**src/rtl/ms_round_robin_source_if.sv**
```systemverilog
// ms_round_robin_source_if
// Channel bundle between the round-robin master and the slave under test.
//   m_out_1..3       : channel data, master -> slave
//   m_out_1..3_sync  : one-cycle valid strobe per channel, master -> slave
//   fb_1..3          : slave's registered copy of each channel, slave -> master
interface ms_round_robin_source_if;
    logic [31:0] m_out_1;
    logic [31:0] m_out_2;
    logic [31:0] m_out_3;
    logic        m_out_1_sync;
    logic        m_out_2_sync;
    logic        m_out_3_sync;
    logic [31:0] fb_1;
    logic [31:0] fb_2;
    logic [31:0] fb_3;

    modport master (
        output m_out_1, m_out_2, m_out_3,
        output m_out_1_sync, m_out_2_sync, m_out_3_sync,
        input  fb_1, fb_2, fb_3
    );

    modport slave (
        input  m_out_1, m_out_2, m_out_3,
        input  m_out_1_sync, m_out_2_sync, m_out_3_sync,
        output fb_1, fb_2, fb_3
    );
endinterface

```
**src/rtl/ms_round_robin_source.sv**
```systemverilog
// ms_round_robin_source
// Round-robin master that sends three sync-qualified channels, one per slot,
// and checks the slave's registered feedback against what was sent.
//   clk        : clock, rising edge
//   rst        : asynchronous active-high reset
//   en         : run request (level)
//   load       : copy base_1..3 into the channel counters (IDLE only)
//   base_1..3  : counter start values
//   bus        : master side of the channel bundle (data, strobes, feedback)
//   busy       : high whenever not IDLE
//   mismatch   : sticky feedback-error flag
//   err_count  : failed feedback checks, saturating at 2^31-1
//
// state | meaning
// IDLE  | waiting for en; load accepted here
// SLOT1 | strobe channel 1 with cnt_1
// GAP1  | PERIOD-1 cycles; channel 1 feedback checked in 2nd cycle
// SLOT2 | strobe channel 2 with cnt_2
// GAP2  | PERIOD-1 cycles; channel 2 feedback checked in 2nd cycle
// SLOT3 | strobe channel 3 with cnt_3
// GAP3  | PERIOD-1 cycles; channel 3 check; then SLOT1 if en else IDLE
module ms_round_robin_source #(
    parameter int unsigned PERIOD = 4,
    parameter int signed   STEP   = 1
) (
    input  logic                          clk,
    input  logic                          rst,
    input  logic                          en,
    input  logic                          load,
    input  logic [31:0]                   base_1,
    input  logic [31:0]                   base_2,
    input  logic [31:0]                   base_3,
    ms_round_robin_source_if.master       bus,
    output logic                          busy,
    output logic                          mismatch,
    output logic [31:0]                   err_count
);

    typedef enum logic [2:0] {
        IDLE, SLOT1, GAP1, SLOT2, GAP2, SLOT3, GAP3
    } state_t;

    localparam logic [7:0]  GAP_LOAD = 8'(PERIOD - 2);
    // the check lands in the second gap cycle, i.e. one tick below the load value
    localparam logic [7:0]  CHK_AT   = 8'(PERIOD - 3);
    localparam logic [31:0] STEP_V   = 32'(STEP);
    localparam logic [31:0] ERR_MAX  = 32'h7FFF_FFFF;

    state_t      state, state_nx;
    logic [7:0]  gap_cnt;
    logic [31:0] cnt  [3];
    logic [31:0] sent [3];
    logic [31:0] base_v [3];
    logic [31:0] fb_v [3];
    logic [2:0]  slot_hit;
    logic        in_gap;
    logic [1:0]  chk_ch;
    logic        chk_fail;

    assign base_v[0] = base_1;
    assign base_v[1] = base_2;
    assign base_v[2] = base_3;
    assign fb_v[0]   = bus.fb_1;
    assign fb_v[1]   = bus.fb_2;
    assign fb_v[2]   = bus.fb_3;

    always_ff @(posedge clk or posedge rst) begin
        if (rst) state <= IDLE;
        else     state <= state_nx;
    end

    always_comb begin
        state_nx = state;
        slot_hit = 3'b000;
        in_gap   = 1'b0;
        chk_ch   = 2'd0;
        case (state)
            IDLE:  if (en) state_nx = SLOT1;
            SLOT1: begin slot_hit = 3'b001; state_nx = GAP1; end
            GAP1:  begin
                in_gap = 1'b1; chk_ch = 2'd0;
                if (gap_cnt == 8'd0) state_nx = SLOT2;
            end
            SLOT2: begin slot_hit = 3'b010; state_nx = GAP2; end
            GAP2:  begin
                in_gap = 1'b1; chk_ch = 2'd1;
                if (gap_cnt == 8'd0) state_nx = SLOT3;
            end
            SLOT3: begin slot_hit = 3'b100; state_nx = GAP3; end
            GAP3:  begin
                in_gap = 1'b1; chk_ch = 2'd2;
                if (gap_cnt == 8'd0) state_nx = en ? SLOT1 : IDLE;
            end
            default: state_nx = IDLE;
        endcase
    end

    assign chk_fail = in_gap && (gap_cnt == CHK_AT) && (fb_v[chk_ch] != sent[chk_ch]);

    // data is live from the counter during the slot, held from sent_k otherwise
    assign bus.m_out_1      = slot_hit[0] ? cnt[0] : sent[0];
    assign bus.m_out_2      = slot_hit[1] ? cnt[1] : sent[1];
    assign bus.m_out_3      = slot_hit[2] ? cnt[2] : sent[2];
    assign bus.m_out_1_sync = slot_hit[0];
    assign bus.m_out_2_sync = slot_hit[1];
    assign bus.m_out_3_sync = slot_hit[2];
    assign busy             = (state != IDLE);

    always_ff @(posedge clk or posedge rst) begin
        if (rst) begin
            gap_cnt   <= 8'd0;
            mismatch  <= 1'b0;
            err_count <= 32'd0;
            for (int k = 0; k < 3; k++) begin
                cnt[k]  <= 32'd0;
                sent[k] <= 32'd0;
            end
        end else begin
            if (slot_hit != 3'b000)  gap_cnt <= GAP_LOAD;
            else if (gap_cnt != 8'd0) gap_cnt <= gap_cnt - 8'd1;

            if (state == IDLE && load) begin
                for (int k = 0; k < 3; k++) cnt[k] <= base_v[k];
            end

            for (int k = 0; k < 3; k++) begin
                if (slot_hit[k]) begin
                    sent[k] <= cnt[k];
                    cnt[k]  <= cnt[k] + STEP_V;
                end
            end

            if (chk_fail) begin
                mismatch <= 1'b1;
                if (err_count != ERR_MAX) err_count <= err_count + 32'd1;
            end
        end
    end

endmodule

```
**src/flat_wrapper.sv**
```systemverilog
// flat-port wrapper written by rule: the top's interface ports become plain ports
module ms_round_robin_source_flat 
#(
    parameter int unsigned PERIOD = 4,
    parameter int signed   STEP   = 1
)
  (clk, rst, en, load, base_1, base_2, base_3, busy, mismatch, err_count, bus_m_out_1, bus_m_out_2, bus_m_out_3, bus_m_out_1_sync, bus_m_out_2_sync, bus_m_out_3_sync, bus_fb_1, bus_fb_2, bus_fb_3);
  ms_round_robin_source_if bus_i ();
  input  logic clk;
  input  logic rst;
  input  logic en;
  input  logic load;
  input  logic [31:0] base_1;
  input  logic [31:0] base_2;
  input  logic [31:0] base_3;
  output logic busy;
  output logic mismatch;
  output logic [31:0] err_count;
  output wire logic [$bits(bus_i.m_out_1)-1:0] bus_m_out_1;
  output wire logic [$bits(bus_i.m_out_2)-1:0] bus_m_out_2;
  output wire logic [$bits(bus_i.m_out_3)-1:0] bus_m_out_3;
  output wire logic [$bits(bus_i.m_out_1_sync)-1:0] bus_m_out_1_sync;
  output wire logic [$bits(bus_i.m_out_2_sync)-1:0] bus_m_out_2_sync;
  output wire logic [$bits(bus_i.m_out_3_sync)-1:0] bus_m_out_3_sync;
  input wire logic [$bits(bus_i.fb_1)-1:0] bus_fb_1;
  input wire logic [$bits(bus_i.fb_2)-1:0] bus_fb_2;
  input wire logic [$bits(bus_i.fb_3)-1:0] bus_fb_3;
  assign bus_m_out_1 = bus_i.m_out_1;
  assign bus_m_out_2 = bus_i.m_out_2;
  assign bus_m_out_3 = bus_i.m_out_3;
  assign bus_m_out_1_sync = bus_i.m_out_1_sync;
  assign bus_m_out_2_sync = bus_i.m_out_2_sync;
  assign bus_m_out_3_sync = bus_i.m_out_3_sync;
  assign bus_i.fb_1 = bus_fb_1;
  assign bus_i.fb_2 = bus_fb_2;
  assign bus_i.fb_3 = bus_fb_3;
  ms_round_robin_source #(.PERIOD(PERIOD), .STEP(STEP)) u_core (.clk(clk), .rst(rst), .en(en), .load(load), .base_1(base_1), .base_2(base_2), .base_3(base_3), .bus(bus_i), .busy(busy), .mismatch(mismatch), .err_count(err_count));
endmodule
```
**config.mk**
```make
export PLATFORM = sky130hd
export DESIGN_NAME = ms_round_robin_source_flat
export DESIGN_NICKNAME = d
export VERILOG_FILES = /design/src/rtl/ms_round_robin_source_if.sv /design/src/rtl/ms_round_robin_source.sv /design/src/flat_wrapper.sv
export SDC_FILE = /design/constraint.sdc
export NUM_CORES = 1
export LEC_CHECK = 0
export ABC_AREA = 1
export CAP_MARGIN = 25
export CORE_UTILIZATION = 25
export CTS_CLUSTER_DIAMETER = 60
export DETAILED_ROUTE_END_ITERATION = 16
export PLACE_DENSITY = 0.5
export SLEW_MARGIN = 40
export SYNTH_ARGS = -nofsm -noshare
export SYNTH_HDL_FRONTEND = slang
export SYNTH_SLANG_ARGS = --single-unit
export TNS_END_PERCENT = 100
```
**constraint.sdc**
```tcl
create_clock -name clk -period 7.3 [get_ports clk]
set_input_delay 1.095 -clock clk [delete_from_list [all_inputs] [get_ports clk]]
set_output_delay 1.095 -clock clk [all_outputs]
set_load 0.01 [all_outputs]
```
# Yosys cells after proc, flatten, opt, wreduce, memory -nomap -nowiden
# Index checks and enable logic that the tools add are counted.
[totals]
regBits = 236
input_bits = 196
out_inout_bits = 133
[classes]
addsub = 5
n_reduce_logical = 15
muxes = 24
n_lt_le_gt_ge = 1
bitwise = 1
eq_ne = 13
[op_table]
columns = ["operator", "n"]
rows = [
  ["2-to-1 mux 32 bit", 10],
  ["adder 32 x 1 -> 32 bit, second input constant", 4],
  ["binary-select mux 32 bit (select 2 bit)", 2],
  ["2-to-1 mux 96 bit", 1],
  ["!= test 32 x 31 -> 1 bit, second input constant", 1],
  ["!= test 32 bit", 1],
  ["case mux 3 bit (7 select lines)", 1],
  ["2-to-1 mux 8 bit", 2],
  ["2-to-1 mux 3 bit", 4],
  ["== test 3 bit, second input constant", 3],
  ["case mux 3 bit (3 select lines)", 1],
  ["== test 8 x 1 -> 1 bit, second input constant", 1],
  ["zero test 8 bit", 1],
  ["nonzero test 2 bit", 4],
  ["nonzero test 8 bit", 1],
  ["subtractor 8 x 1 -> 8 bit, second input constant", 1],
  ["== test 3 x 2 -> 1 bit, second input constant", 2],
  ["!= test 2 x 1 -> 1 bit, second input constant", 3],
  ["nonzero test 3 bit", 2],
  ["case mux 2 bit (2 select lines)", 1],
  ["AND reduction 4 bit", 1],
  ["== test 3 x 1 -> 1 bit, second input constant", 1],
  [">= comparator 3 bit, second input constant", 1],
  ["logical AND 1 bit", 3],
  ["other kinds (6)", 7],
]

# Depth between registers and ports, before layout
[logic_depth]
word_depth = 9
ltp_mapped = 17

# Worst setup path before layout
# Ideal clock, no wire load.
[synth_timing]
path_kind = "register to output"
from = "register u_core.state[0]"
to = "output bus_m_out_2[20]"
setup_slack_ps = 4476
n_path_buf = 3
arrival_time_ps = 1729
path_stages_with_launch = 10
t_required_ps = 6205
cell_sequence = "dfrtp_1 > inv_2 > nor2_1 > inv_2 > nor2_4 > inv_2 > clkbuf_1 > buf_2 > buf_2 > a21oi_1"
[synth_between]
elab_chain_len = 3
[synth_lines]
columns = ["element", "line_no", "source"]
rows = [
  ["start: declaration", "ms_round_robin_source.sv:49", "state_t state, state_nx;"],
  ["start signal: assignment", "ms_round_robin_source.sv:69", "else state <= state_nx;"],
  ["== test 3 bit (tied with other cells)", "ms_round_robin_source.sv:77", "case (state)"],
  ["case mux 3 bit (3 select lines) (*)", "ms_round_robin_source.sv:77", ""],
  ["2-to-1 mux 32 bit (*)", "ms_round_robin_source.sv:102", "assign bus.m_out_2 = slot_hit[1] ? cnt[1] : sent[1];"],
  ["end: declaration", "flat_wrapper.sv:20", "output wire logic [$bits(bus_i.m_out_2)-1:0] bus_m_out_2;"],
]
# Mark *: on every way between the ends. The rest lies on a longest branch, timed or not.

# Worst setup path in the final report
[layout_timing]
from = "register u_core.state[2]"
to = "output bus_m_out_3[0]"
[layout_between]
elab_chain_len = 3
[layout_lines]
columns = ["element", "line_no", "source"]
rows = [
  ["== test 3 bit (tied with other cells)", "ms_round_robin_source.sv:77", ""],
  ["case mux 3 bit (3 select lines) (*)", "ms_round_robin_source.sv:77", ""],
  ["2-to-1 mux 32 bit (*)", "ms_round_robin_source.sv:103", "assign bus.m_out_3 = slot_hit[2] ? cnt[2] : sent[2];"],
  ["end: declaration", "flat_wrapper.sv:21", "output wire logic [$bits(bus_i.m_out_3)-1:0] bus_m_out_3;"],
]
# Marks and branches as above.

==> summary.md <==
| Metric | Value |
|---|---|
| Clock Power Share | `between 20% and 30%` |
| Syn Area/Cell | `7.17 um2` |
| Worst R2R Path Depth | `8` |
| Rows | `87` |
| Crit-path max FO | `57` |
| Cts hold-fix bufs | `0` |
| TritonRoute pass-1 iters | `6` |
| FF+latch count, synth | `236` |
| Most used cell, CP | `buf_4` |
| Switching power | `about 3400 uW` |
| Worst-path clk slew | `50 ps` |
| Largest stage delay, worst path | `600 ps` |
| Hold_sp | `u_core.mismatch` |
| Peak supply drop | `0.206 mV` |
| Cells on Worst Hold Path | `1` |
| Cell taking the most area after synthesis | `dfrtp_1` |
| Outcome | `finished clean` |
| Post-route cell area | `19,900 um2` |
| Gpl congestion | `between 0.8 and 0.9` |
| Crit share post-route | `67.7%` |
| CTS root buf | `clkbuf_16` |
| Initial Utilization | `25.5%` |
| Post-Route WL | `approximately 55,000 um` |
| Finished Core Util | `35.0%` |
| Synth top area cells | `dfrtp_1 (41%), nand2_1 (15%), nor2_1 (5.8%)` |
| Tmin final | `4950 ps` |
| TNS Setup | `0 ps` |
| DRC Markers | `0` |
| P_int | `4550 uW` |
| DP Area | `between 15,000 and 20,000 um2` |
| Setup Fix Bufs, Post-CTS | `0` |
| TritonCTS buffer count | `39` |
| Seq pwr share | `around 30%` |
| Mapped Nets | `2,227` |
| CTS sink count | `between 200 and 250` |
| Synthesis-to-layout area growth | `37.0%` |
| Max Clock Skew | `38.5 ps` |
| Filler cells | `slightly above 6,000` |
| Ys async rst share | `100%` |
| Dominant cell by count in the synthesized netlist | `nand2_1` |
| Commonest cells post-synth | `nand2_1 (592), dfrtp_1 (236), nor2_1 (226)` |
| Synth top area share | `roughly two fifths` |
| Slew headroom | `50.0%` |
| Critical path, cell by cell | `inv_1, nor2_4, buf_4, inv_2, buf_4, nor2_1, o21bai_1, clkdlybuf4s50_1` |
| Crit path kind | `reg2out` |
| Post-synth EDFFs | `0` |
| First-pass GRT wire length | `84,400 um` |
| Slowest cell on crit path | `dfrtp_1` |
| Die ar. | `59,000 um2` |
| Setup WS post-layout | `2350 ps` |
| # setup viols final | `0` |
| Die W | `roughly 240 um` |
| Sw Ratio | `42.8%` |
| Grt total ovfl | `0` |
| Nets@finish | `2,536` |
| Layout cells sized above 1 | `5.98%` |
| Required time worst endpoint | `6200 ps` |
| Pwr/cell area | `401 nW/um2` |
| MaxCap Viol Count | `0` |
| DP HPWL | `41,700 um` |
| Final Max Tran Viols | `0` |
| Clock Latency Late Sink | `560 ps` |
| Routed vias | `14,600` |
| Leak | `between 0.008 and 0.009 uW` |
| Worst Setup SP | `u_core.state[2]` |
| CP Capture Type | `output port` |
| CORE AREA | `56,800 um2` |
| Die H | `243 um` |
| CTS max path bufs | `3` |
| Vias in the first global route | `approximately 14,000` |
| Cells after Synth | `2,024` |
| Worst min-delay path category | `reg2reg` |
| Crit path arrival time | `3850 ps` |
| CP startpoint kind | `register` |
| Worst slew pin tran | `749 ps` |
| Fin Hold WS | `between 400 and 500 ps` |
| R2r startpoint | `u_core.state[2]` |
| Ys flop type | `dfrtp_1` |
| PortBufs | `328` |
| Place WS | `2900 ps` |
| Largest net degree at the start of global routing | `126` |
| H-tree depth | `2` |
| Distinct cells, synth | `56` |
| Tot GR Track Use | `approximately 18%` |
| I/O pins | `approximately 330` |
| Drt wl/cell | `17.6 um` |
| Combinational share of power | `45.7%` |
| Vias per std cell | `4.67` |
| Initial drt markers | `~960` |
| Post-cts resize count | `0` |
| Post-Syn Area | `14,500 um2` |
| Achievable Freq | `between 200 and 250 MHz` |
| Register area share after synthesis | `roughly two fifths` |
| RSZ-0062 raised after global routing | `no` |
| Synth warn | `0` |
| Initial antenna violation count | `3` |
| Post-route antenna net violation count | `0` |
| CTS tree | `done` |
| Hold Vio Cnt, Final | `0` |
-- through the flow --
step,power (uW),cells
2_1_floorplan,4430,2024
3_5_place_dp,6070,3047
6_report,7960,3117
4_1_cts,8050,3114
3_3_place_gp,6020,3047
5_1_grt,8550,3116
-- sequential cells by signal (all words and copies together), names as in the netlist --
| name | cells |
|---|---|
| u_core.gap_cnt | 8 |
| u_core.state | 3 |
| u_core.mismatch | 1 |
| u_core.err_count | 32 |
| u_core.sent | 96 |
| u_core.cnt | 96 |
-- placed cells by master (no fill, tap or decap), drive strengths merged, types with 3 or more instances in the layout --
cell and count:
a21oi 73, a22oi 8, a31o 3, a31oi 24, a32oi 3, a41oi 4
buf 13, bufinv 4, clkbuf 52, clkdlybuf4s50 328, clkinv 6, dfrtp 236
ha 7, inv 212, mux2 11, mux2i 6, nand2 607, nand3 75
nand3b 5, nand4 55, nor2 235, nor3 77, nor4 15, o211ai 5
o21a 6, o21ai 145, o22ai 6, o311ai 3, or2 10, xnor2 38
xor2 67
-- cell type report --
| type | instances | area, um2 | share of cell area, % |
|---|---|---|---|
| diodes | 2 | 5.00 | 0.0252 |
| clock inverters | 15 | 200 | 1.01 |
| well taps | 756 | 946 | 4.76 |
| repair buffers | 341 | 3420 | 17.2 |
| flip-flops and latches | 236 | 5910 | 29.7 |
| inverters | 209 | 791 | 3.98 |
| multi-input cells | 1506 | 7480 | 37.6 |
| clock buffers | 52 | 1120 | 5.66 |
-- power groups by stage --
stage                     registers, uW  logic, uW  clock network, uW
final                              2400       3640               1920
after global routing               2480       4040               2020
after CTS                          2400       3670               1980
after detailed placement           2420       3650                  0
after global placement             2400       3610                  0
after floorplan                    2230       2210                  0
-- worst paths after layout --
path	slack (ps)	endpoint
min in group asynchronous	1080	u_core.sent[63]
worst min register to register	460	u_core.mismatch
worst max-delay path	2350	bus_m_out_3[0]
max in group asynchronous	5030	u_core.err_count[28]
worst max register to register	3510	u_core.cnt[14]
worst min-delay path	460	u_core.mismatch
-- worst max-delay path, delay by kind of cell (launching register included) --
| family | cells | cell delay (ps) |
|---|---|---|
| buf+inv | 5 | 2150 |
| simple gates | 2 | 330 |
| compound gates | 1 | 170 |
| flops | 1 | 600 |
-- cell families after synthesis --
logic type	share of synthesized area, %
AND/OR/NAND/NOR	31.9
AO/OA/AOI/OAI	11.3
buffers and inverters	7.82
flip-flops	40.7
XOR/XNOR	6.34
multiplexers	1.27
adder cells (fa/ha/maj)	0.604
-- layer usage --
metal	vias to the layer above	part of all wire, %	track usage (%)
met1	6883	44	23.9
met5	-	0.044	0
li1	7220	-	-
met3	70	6.1	3.96
met2	392	48	30.2
met4	4	2.3	5.18
Note: power is estimated with default switching activity, not from simulation.
